**config.mk**
```make
export PLATFORM = sky130hd
export DESIGN_NAME = pipediv_sched
export DESIGN_NICKNAME = d
export VERILOG_FILES = /design/src/rtl/pipediv_sched.sv
export SDC_FILE = /design/constraint.sdc
export NUM_CORES = 1
export LEC_CHECK = 0
export BUFFER_PORTS_ARGS = -buffer_cell sky130_fd_sc_hd__buf_4
export CORE_MARGIN = 5
export CORE_UTILIZATION = 47
export CTS_CLUSTER_SIZE = 14
export DETAILED_ROUTE_END_ITERATION = 7
export GPL_ROUTABILITY_DRIVEN = 0
export PLACE_DENSITY = 0.72
export SLEW_MARGIN = 5
export SYNTH_ARGS = -nofsm -noshare
export SYNTH_HDL_FRONTEND = slang
export SYNTH_SLANG_ARGS = --single-unit
export TNS_END_PERCENT = 50
```
**constraint.sdc**
```tcl
create_clock -name clock -period 1.8 [get_ports clock]
set_input_delay 0.36 -clock clock [delete_from_list [all_inputs] [get_ports clock]]
set_output_delay 0.36 -clock clock [all_outputs]
set_load 0.05 [all_outputs]
```
**src/rtl/pipediv_sched.sv**
```systemverilog
// pipediv_sched: round-robin front end that shares one pipelined divider
// among NREQ requesters. It tags each operation with its requester id,
// tracks it alongside the divider pipeline and answers divide-by-zero itself.
module pipediv_sched #(
  parameter int DIVIDEND = 8,
  parameter int DIVISOR  = 4,
  parameter int NREQ     = 4,
  parameter int LATENCY  = 8,
  parameter int IDW      = $clog2(NREQ)
) (
  input  logic                     clock,
  input  logic                     reset,
  input  logic [NREQ-1:0]          req_valid,
  output logic [NREQ-1:0]          req_ready,
  input  logic [NREQ*DIVIDEND-1:0] req_dividend,
  input  logic [NREQ*DIVISOR-1:0]  req_divisor,
  input  logic                     hold,
  output logic [DIVIDEND-1:0]      div_dividend,
  output logic [DIVISOR-1:0]       div_divisor,
  input  logic [DIVIDEND-1:0]      div_quotient,
  input  logic [DIVISOR-1:0]       div_remainder,
  output logic                     rsp_valid,
  output logic [IDW-1:0]           rsp_id,
  output logic [DIVIDEND-1:0]      rsp_quotient,
  output logic [DIVISOR-1:0]       rsp_remainder,
  output logic                     rsp_dbz,
  output logic                     busy
);

  // Arbitration state and the selected request
  logic [IDW-1:0]      last_grant_q, last_grant_d;
  logic                gnt_fire_s;
  logic [IDW-1:0]      gnt_id_s;
  logic [IDW-1:0]      cand_s;
  logic [DIVIDEND-1:0] sel_dividend_s;
  logic [DIVISOR-1:0]  sel_divisor_s;

  // Divider operand registers
  logic [DIVIDEND-1:0] div_dividend_q, div_dividend_d;
  logic [DIVISOR-1:0]  div_divisor_q, div_divisor_d;

  // Tracking pipeline: stage k holds the operation issued k edges ago
  logic                stg_valid_q    [LATENCY+1];
  logic [IDW-1:0]      stg_id_q       [LATENCY+1];
  logic [DIVIDEND-1:0] stg_dividend_q [LATENCY+1];
  logic                stg_dbz_q      [LATENCY+1];

  // Response registers
  logic                rsp_valid_q, rsp_valid_d;
  logic [IDW-1:0]      rsp_id_q, rsp_id_d;
  logic [DIVIDEND-1:0] rsp_quotient_q, rsp_quotient_d;
  logic [DIVISOR-1:0]  rsp_remainder_q, rsp_remainder_d;
  logic                rsp_dbz_q, rsp_dbz_d;
  logic                busy_s;

  // Round-robin search starting one past the last grant; idle in reset or hold
  always_comb begin
    gnt_fire_s = 1'b0;
    gnt_id_s   = last_grant_q;
    cand_s     = last_grant_q;
    if (!reset && !hold) begin
      for (int k = 1; k <= NREQ; k++) begin
        cand_s = IDW'((int'(last_grant_q) + k) % NREQ);
        if (!gnt_fire_s && req_valid[cand_s]) begin
          gnt_fire_s = 1'b1;
          gnt_id_s   = cand_s;
        end else begin
          gnt_fire_s = gnt_fire_s;
        end
      end
    end else begin
      gnt_fire_s = 1'b0;
    end
    req_ready      = NREQ'(gnt_fire_s) << gnt_id_s;
    sel_dividend_s = req_dividend[int'(gnt_id_s)*DIVIDEND +: DIVIDEND];
    sel_divisor_s  = req_divisor[int'(gnt_id_s)*DIVISOR +: DIVISOR];
  end

  // Next-state for grant pointer and operand registers on a handshake
  always_comb begin
    last_grant_d   = last_grant_q;
    div_dividend_d = div_dividend_q;
    div_divisor_d  = div_divisor_q;
    if (gnt_fire_s) begin
      last_grant_d   = gnt_id_s;
      div_dividend_d = sel_dividend_s;
      div_divisor_d  = sel_divisor_s;
    end else begin
      last_grant_d   = last_grant_q;
    end
  end

  // Response formed from the last tracking stage; fields hold when idle
  always_comb begin
    rsp_valid_d     = stg_valid_q[LATENCY];
    rsp_id_d        = rsp_id_q;
    rsp_quotient_d  = rsp_quotient_q;
    rsp_remainder_d = rsp_remainder_q;
    rsp_dbz_d       = rsp_dbz_q;
    if (stg_valid_q[LATENCY]) begin
      rsp_id_d  = stg_id_q[LATENCY];
      rsp_dbz_d = stg_dbz_q[LATENCY];
      if (stg_dbz_q[LATENCY]) begin
        rsp_quotient_d  = '1;
        rsp_remainder_d = stg_dividend_q[LATENCY][DIVISOR-1:0];
      end else begin
        rsp_quotient_d  = div_quotient;
        rsp_remainder_d = div_remainder;
      end
    end else begin
      rsp_valid_d = 1'b0;
    end
  end

  // Registers: grant pointer, operands, tracking shift register, response
  always_ff @(posedge clock) begin
    if (reset) begin
      last_grant_q    <= IDW'(NREQ - 1);
      div_dividend_q  <= '0;
      div_divisor_q   <= '0;
      rsp_valid_q     <= 1'b0;
      rsp_id_q        <= '0;
      rsp_quotient_q  <= '0;
      rsp_remainder_q <= '0;
      rsp_dbz_q       <= 1'b0;
      for (int s = 0; s <= LATENCY; s++) begin
        stg_valid_q[s]    <= 1'b0;
        stg_id_q[s]       <= '0;
        stg_dividend_q[s] <= '0;
        stg_dbz_q[s]      <= 1'b0;
      end
    end else begin
      last_grant_q      <= last_grant_d;
      div_dividend_q    <= div_dividend_d;
      div_divisor_q     <= div_divisor_d;
      rsp_valid_q       <= rsp_valid_d;
      rsp_id_q          <= rsp_id_d;
      rsp_quotient_q    <= rsp_quotient_d;
      rsp_remainder_q   <= rsp_remainder_d;
      rsp_dbz_q         <= rsp_dbz_d;
      stg_valid_q[0]    <= gnt_fire_s;
      stg_id_q[0]       <= gnt_id_s;
      stg_dividend_q[0] <= sel_dividend_s;
      stg_dbz_q[0]      <= (sel_divisor_s == '0);
      for (int s = 1; s <= LATENCY; s++) begin
        stg_valid_q[s]    <= stg_valid_q[s-1];
        stg_id_q[s]       <= stg_id_q[s-1];
        stg_dividend_q[s] <= stg_dividend_q[s-1];
        stg_dbz_q[s]      <= stg_dbz_q[s-1];
      end
    end
  end

  // Busy while any tracking stage holds an operation
  always_comb begin
    busy_s = 1'b0;
    for (int s = 0; s <= LATENCY; s++) begin
      busy_s = busy_s | stg_valid_q[s];
    end
  end

  assign div_dividend  = div_dividend_q;
  assign div_divisor   = div_divisor_q;
  assign rsp_valid     = rsp_valid_q;
  assign rsp_id        = rsp_id_q;
  assign rsp_quotient  = rsp_quotient_q;
  assign rsp_remainder = rsp_remainder_q;
  assign rsp_dbz       = rsp_dbz_q;
  assign busy          = busy_s;

endmodule

```
# Word-level counts from Yosys, hierarchy flattened
# Memory sizes are Yosys's and may differ from the RTL's. A register that Yosys moved wholly into a read port is not among the register bits.
# Cells that the tools add are included.
[totals]
latch_bits = 0
inputBits = 67
elab_cells = 139
out_inout_bits = 33
ram_bits = 108
n_memories = 4
regBits = 28
mem_bits_ro = 0
[op_classes]
shift = 3
multipliers = 0
n_eq_ne = 0
n_bitwise = 44
n_lt_le_gt_ge = 4
mux = 63
addsub = 4
div = 0
reduce_logical = 10
[memory_table]
columns = ["memory", "words", "word_bits", "rd", "rd_clocked_by_memory_dff", "wr", "line", "text"]
rows = [
  ["stg_dividend_q", 9, 8, 9, 0, 9, "45", "logic [DIVIDEND-1:0] stg_dividend_q [LATENCY+1];"],
  ["stg_id_q", 9, 2, 9, 1, 9, "44", "logic [IDW-1:0] stg_id_q [LATENCY+1];"],
  ["stg_dbz_q", 9, 1, 9, 0, 9, "46", "logic stg_dbz_q [LATENCY+1];"],
  ["stg_valid_q", 9, 1, 9, 0, 9, "43", "logic stg_valid_q [LATENCY+1];"],
]
[ops]
columns = ["cell", "count"]
rows = [
  ["two-way mux 8 bit", 10],
  ["bitwise OR 1 bit", 44],
  ["two-way mux 1 bit", 34],
  ["variable part select 32 x 6 -> 8 bit", 1],
  ["two-way mux 2 bit", 14],
  ["variable part select 16 x 5 -> 4 bit", 1],
  ["< comparator 2 x 3 -> 1 bit (second input constant)", 4],
  ["binary-select mux 1 bit (select 2 bit)", 4],
  ["zero test 1 bit", 5],
  ["adder 2 x 1 -> 2 bit (second input constant)", 2],
  ["adder 2 bit (second input constant)", 2],
  ["logical AND 1 bit", 4],
  ["zero test 4 bit", 1],
  ["two-way mux 4 bit", 1],
  ["left shift 1 x 2 -> 4 bit", 1],
]

# Longest topological paths before layout
[depth]
ltp_word = 20
ltp_mapped = 7

# Worst setup path before layout
# Ideal clock, no wire load.
[synth_timing]
kind = "register to output"
startpoint = "reg last_grant_q[0]"
endpoint = "out req_ready[1]"
path_stages_with_launch = 8
t_arrival_ns = 2.523
setup_slack_ns = -1.083
path_cell_list = "dfxtp_1 buf_6 or3b_1 a21oi_2 or4_4 buf_4 nand2_1 nor3_1"
[synth_between]
elab_chain_len = 18
[synth_lines]
columns = ["element", "line", "text"]
rows = [
  ["start: declaration", "31", "logic [IDW-1:0] last_grant_q, last_grant_d;"],
  ["start signal: assignment", "118", "last_grant_q <= IDW'(NREQ - 1);"],
  ["start signal: assignment", "133", "last_grant_q <= last_grant_d;"],
  ["adder 2 x 1 -> 2 bit", "63", "cand_s = IDW'((int'(last_grant_q) + k) % NREQ);"],
  ["binary-select mux 1 bit (select 2 bit)", "64", "if (!gnt_fire_s && req_valid[cand_s]) begin"],
  ["two-way mux 1 bit (not written as such)", "64", ""],
  ["two-way mux 1 bit", "64", ""],
  ["two-way mux 1 bit", "61", "if (!reset && !hold) begin"],
  ["zero test 1 bit", "64", ""],
  ["logical AND 1 bit", "64", ""],
  ["two-way mux 1 bit", "64", ""],
  ["[2 not listed]", "-", ""],
  ["logical AND 1 bit", "64", ""],
  ["two-way mux 1 bit", "64", ""],
  ["two-way mux 1 bit", "61", ""],
  ["zero test 1 bit", "64", ""],
  ["logical AND 1 bit", "64", ""],
  ["two-way mux 1 bit or two-way mux 2 bit (tied branches)", "64", ""],
  ["two-way mux 1 bit or two-way mux 2 bit (tied branches)", "61", ""],
  ["left shift 1 x 2 -> 4 bit *", "74", "req_ready = NREQ'(gnt_fire_s) << gnt_id_s;"],
  ["end: declaration", "14", "output logic [NREQ-1:0] req_ready,"],
]
# Every way passes the cells marked *; elsewhere a longest branch is shown, timed or not. The select of a mux whose other input is x is not followed.

# Worst setup path in the final report
[layout_timing]
startpoint = "reg last_grant_q[1]"
endpoint = "out req_ready[2]"
# The elaborated chain is that of the path after synthesis.

==> impl_metrics.py <==
metrics = {
    "clock_network": {
        "cts_max_level": 3,
        "clockBufferDepth": 2,
        "numCtsBuffers": 9,
        "clock_sinks": 102,
        "cts_tree": "yes",
        "hold_buffers": 0,
        "clkTransAtPathRegs_ns": 0.09,
        "clock_latency_ns": 0.35,
        "clockRootBuffer": "clkbuf_8",
    },
    "yosys": {
        "ys_types": 44,
        "async_flop_share_pct": 0,
        "avgSynthCellArea_um2": 10.34,
        "synth_area_um2": 3784,
        "netlist_instances": 366,
        "synth_top_area_share_pct": 53.97,
        "yosys-top-cells-area": "dfxtp_1 (54%), nor2b_1 (11%), and3_1 (3.3%)",
        "yosysSeqAreaShare_pct": 53.97,
        "yosysTopAreaCell": "dfxtp_1",
        "synthFlopType": "dfxtp_1",
        "synth_seq_cells": 102,
        "yosysWarnings": 0,
        "synth_commonest_cells": "dfxtp_1 (102), nor2b_1 (66), nor2_1 (25)",
        "syn_nets": 433,
        "synth_edf_count": 0,
        "synth.most_common_cell": "dfxtp_1",
    },
    "pwr": {
        "irDropWorstVdd_uv": 451.0,
        "p_per_area_nw_per_um2": 878.6,
        "p_leak_nw": 2.335,
        "finalPower_mw": 4.892,
    },
    "floorplan": {
        "coreArea_um2": 7767,
        "io_pins": 100,
        "fp-row-count": 32,
        "die_w_um": 99.73,
        "dieArea_um2": 9945,
        "initial_core_util_pct": 48.71,
        "die_h_um": 99.73,
    },
    "worst_setup_path": {
        "worstPathMaxFanout": 6,
        "crit_arrival_ns": 1.92,
        "critPathCaptureType": "primary output",
        "path_cells": "nor3_2 > o221ai_2 > and2_0 > buf_4 > nor3_4 > buf_6",
        "slowest_stage": "dfxtp_2",
        "critPathMaxStageDelay_ns": 0.37,
        "path_class": "reg2out",
        "start_kind": "register",
        "crit_required_ns": 1.44,
    },
    "sta": {
        "fin_setup_tns_ns": -7.579,
        "fmax_mhz": 438.9,
        "rsz0062_at_grt": "yes",
        "period_minus_slack_ns": 2.279,
        "finalHoldViolations": 0,
        "finalSetupViolations": 21,
        "relSlewSlack_pct": 38.95,
        "slew_viol_final": 0,
        "final.setup_skew_ns": 0.004507,
        "worst_slack_ns": -0.4787,
        "hold_ws_ns": 0.2520,
        "worst_slew_pin_slew_ns": 0.9157,
        "fin_crit_sh_pct": 126.6,
    },
    "placement": {
        "placed_cell_area_um2": 4977,
        "dp_slack_ns": -0.4417,
        "place_hpwl_mm": 6.185,
        "io_buffer_count": 99,
        "dp.cells": 584,
    },
    "cells_and_area": {
        "diodes": 0,
        "multi_input_area_um2": 1941,
        "final_util_pct": 71.68,
        "layout-drive-gt1-share_pct": 42.35,
        "ff_latch_area_um2": 2047,
        "nets": 566,
        "fillerInstances": 547,
        "synthToLayoutAreaGrowth_pct": 47.16,
        "final_cells": 605,
        "final_cell_area_um2": 5568,
    },
    "detailed_routing": {
        "route.detailed.drc": 0,
        "dr.pass1.iters": 4,
        "wire_per_inst_um": 15.63,
        "num_vias": 3210,
        "routed_wl_mm": 9.458,
        "final_antenna_net_count": 0,
        "drt-initial-drc-count": 146,
        "vias_per_cell": 5.306,
    },
    "status": {
        "failed_checks": "negative setup slack",
        "status": "finished with violations",
    },
    "grt": {
        "grt_pass1_wl_mm": 14.15,
        "grt_max_degree": 102,
        "grt_remaining_overflow": 0,
        "grt_use_total_pct": 17.81,
        "antenna_found_initial": 0,
        "grt_pass1_vias": 3018,
    },
    "job": {
        "cap_violations": 0,
    },
    "hold_path": {
        "hold_class": "in2reg",
    },
}
per-layer routing:
layer,wire length (µm),global-route usage (%),vias to the layer above
li1,-,-,1575
met2,4423,27.40,128
met1,4089,23.49,1489
met4,243,6.408,0
met3,702,5.680,18
met5,0,0,-
state kept, by name, indices dropped and copies added (netlist names):
signal / flops
last_grant_q: 2
rsp_dbz: 1
stg_id_q: 18
stg_valid_q: 9
stg_dbz_q: 9
div_divisor: 4
rsp_id: 2
rsp_remainder: 4
stg_dividend_q: 36
rsp_quotient: 8
div_dividend: 8
rsp_valid: 1
repair_timing:
action,CTS,global route
cloned,0,0
endpoints found under the hold margin,0,0
pin swaps,12,15
resized for setup,29,27
buffers inserted,4,3
setup endpoints to repair,21,21
worst max-delay path: cells and delay by family (launching register included):
kind	cells	cell delay (ns)
flip-flops	1	0.37
AO/OA/AOI/OAI	1	0.17
AND/OR/NAND/NOR	3	0.65
buffers and inverters	2	0.38
cells by family (layout without fill, tap and decap cells):
group | count (synthesis) | count (layout) | share of synthesized area (%)
and+or+nand+nor | 151 | 151 | 23.64
buffers and inverters | 34 | 171 | 4.199
muxes | 7 | 7 | 1.852
DFF | 102 | 102 | 53.97
AOI/OAI and AO/OA | 72 | 72 | 16.34
power breakdown:
part	total (mW)	switching, mW	internal [mW]
Sequential	2.39	0.0420	2.35
Combinational	1.10	0.588	0.516
Clock	1.40	0.752	0.647
area by class of cell:
class,count,share of cell area [%]
sequential,102,36.76
timing repair buffer,153,22.40
inverter,3,0.2022
multi-input combinational,230,34.85
tap,102,2.292
clock inverter,6,1.258
clock buffer,9,2.225
layout by cell type, fill, tap and decap left out, drive strengths merged:
cell | Yosys | layout
nand2b | 1 | 1
o311ai | 1 | 1
o41ai | 1 | 1
a21boi | 1 | 1
a2111oi | 14 | 14
a211oi | 4 | 4
nor4 | 4 | 4
nand2 | 4 | 4
nand3 | 2 | 2
nand3b | 13 | 13
mux2i | 7 | 7
and3 | 20 | 20
o31ai | 12 | 12
and2 | 1 | 1
nor3 | 10 | 10
buf | 9 | 153
or3 | 1 | 1
a21oi | 6 | 6
o22a | 1 | 1
o22ai | 9 | 9
o221ai | 1 | 1
a311oi | 1 | 1
dfxtp | 102 | 102
or4 | 1 | 1
a221oi | 12 | 12
bufinv | 0 | 1
clkbuf | 22 | 9
clkinv | 0 | 1
nand4b | 1 | 1
o21ai | 8 | 8
inv | 3 | 5
nor2 | 25 | 25
clkinvlp | 0 | 2
or3b | 2 | 2
o21a | 1 | 1
nor2b | 66 | 66
final timing paths:
check	start	endpoint	slack [ns]	cells past startpoint
setup / recovery	last_grant_q[1]$_SDFFE_PP1N_	req_ready[2]	-0.48	6
hold / removal	div_quotient[1]	rsp_quotient[1]$_SDFFE_PP0P_	0.25	3
setup reg to reg	last_grant_q[0]$_SDFFE_PP1N_	div_dividend[7]$_SDFFE_PP0N_	-0.42	8
hold reg to reg	stg_dividend_q[7][1]$_SDFF_PP0_	stg_dividend_q[8][1]$_SDFF_PP0_	0.44	1
Power figures use the tool's default switching activity.
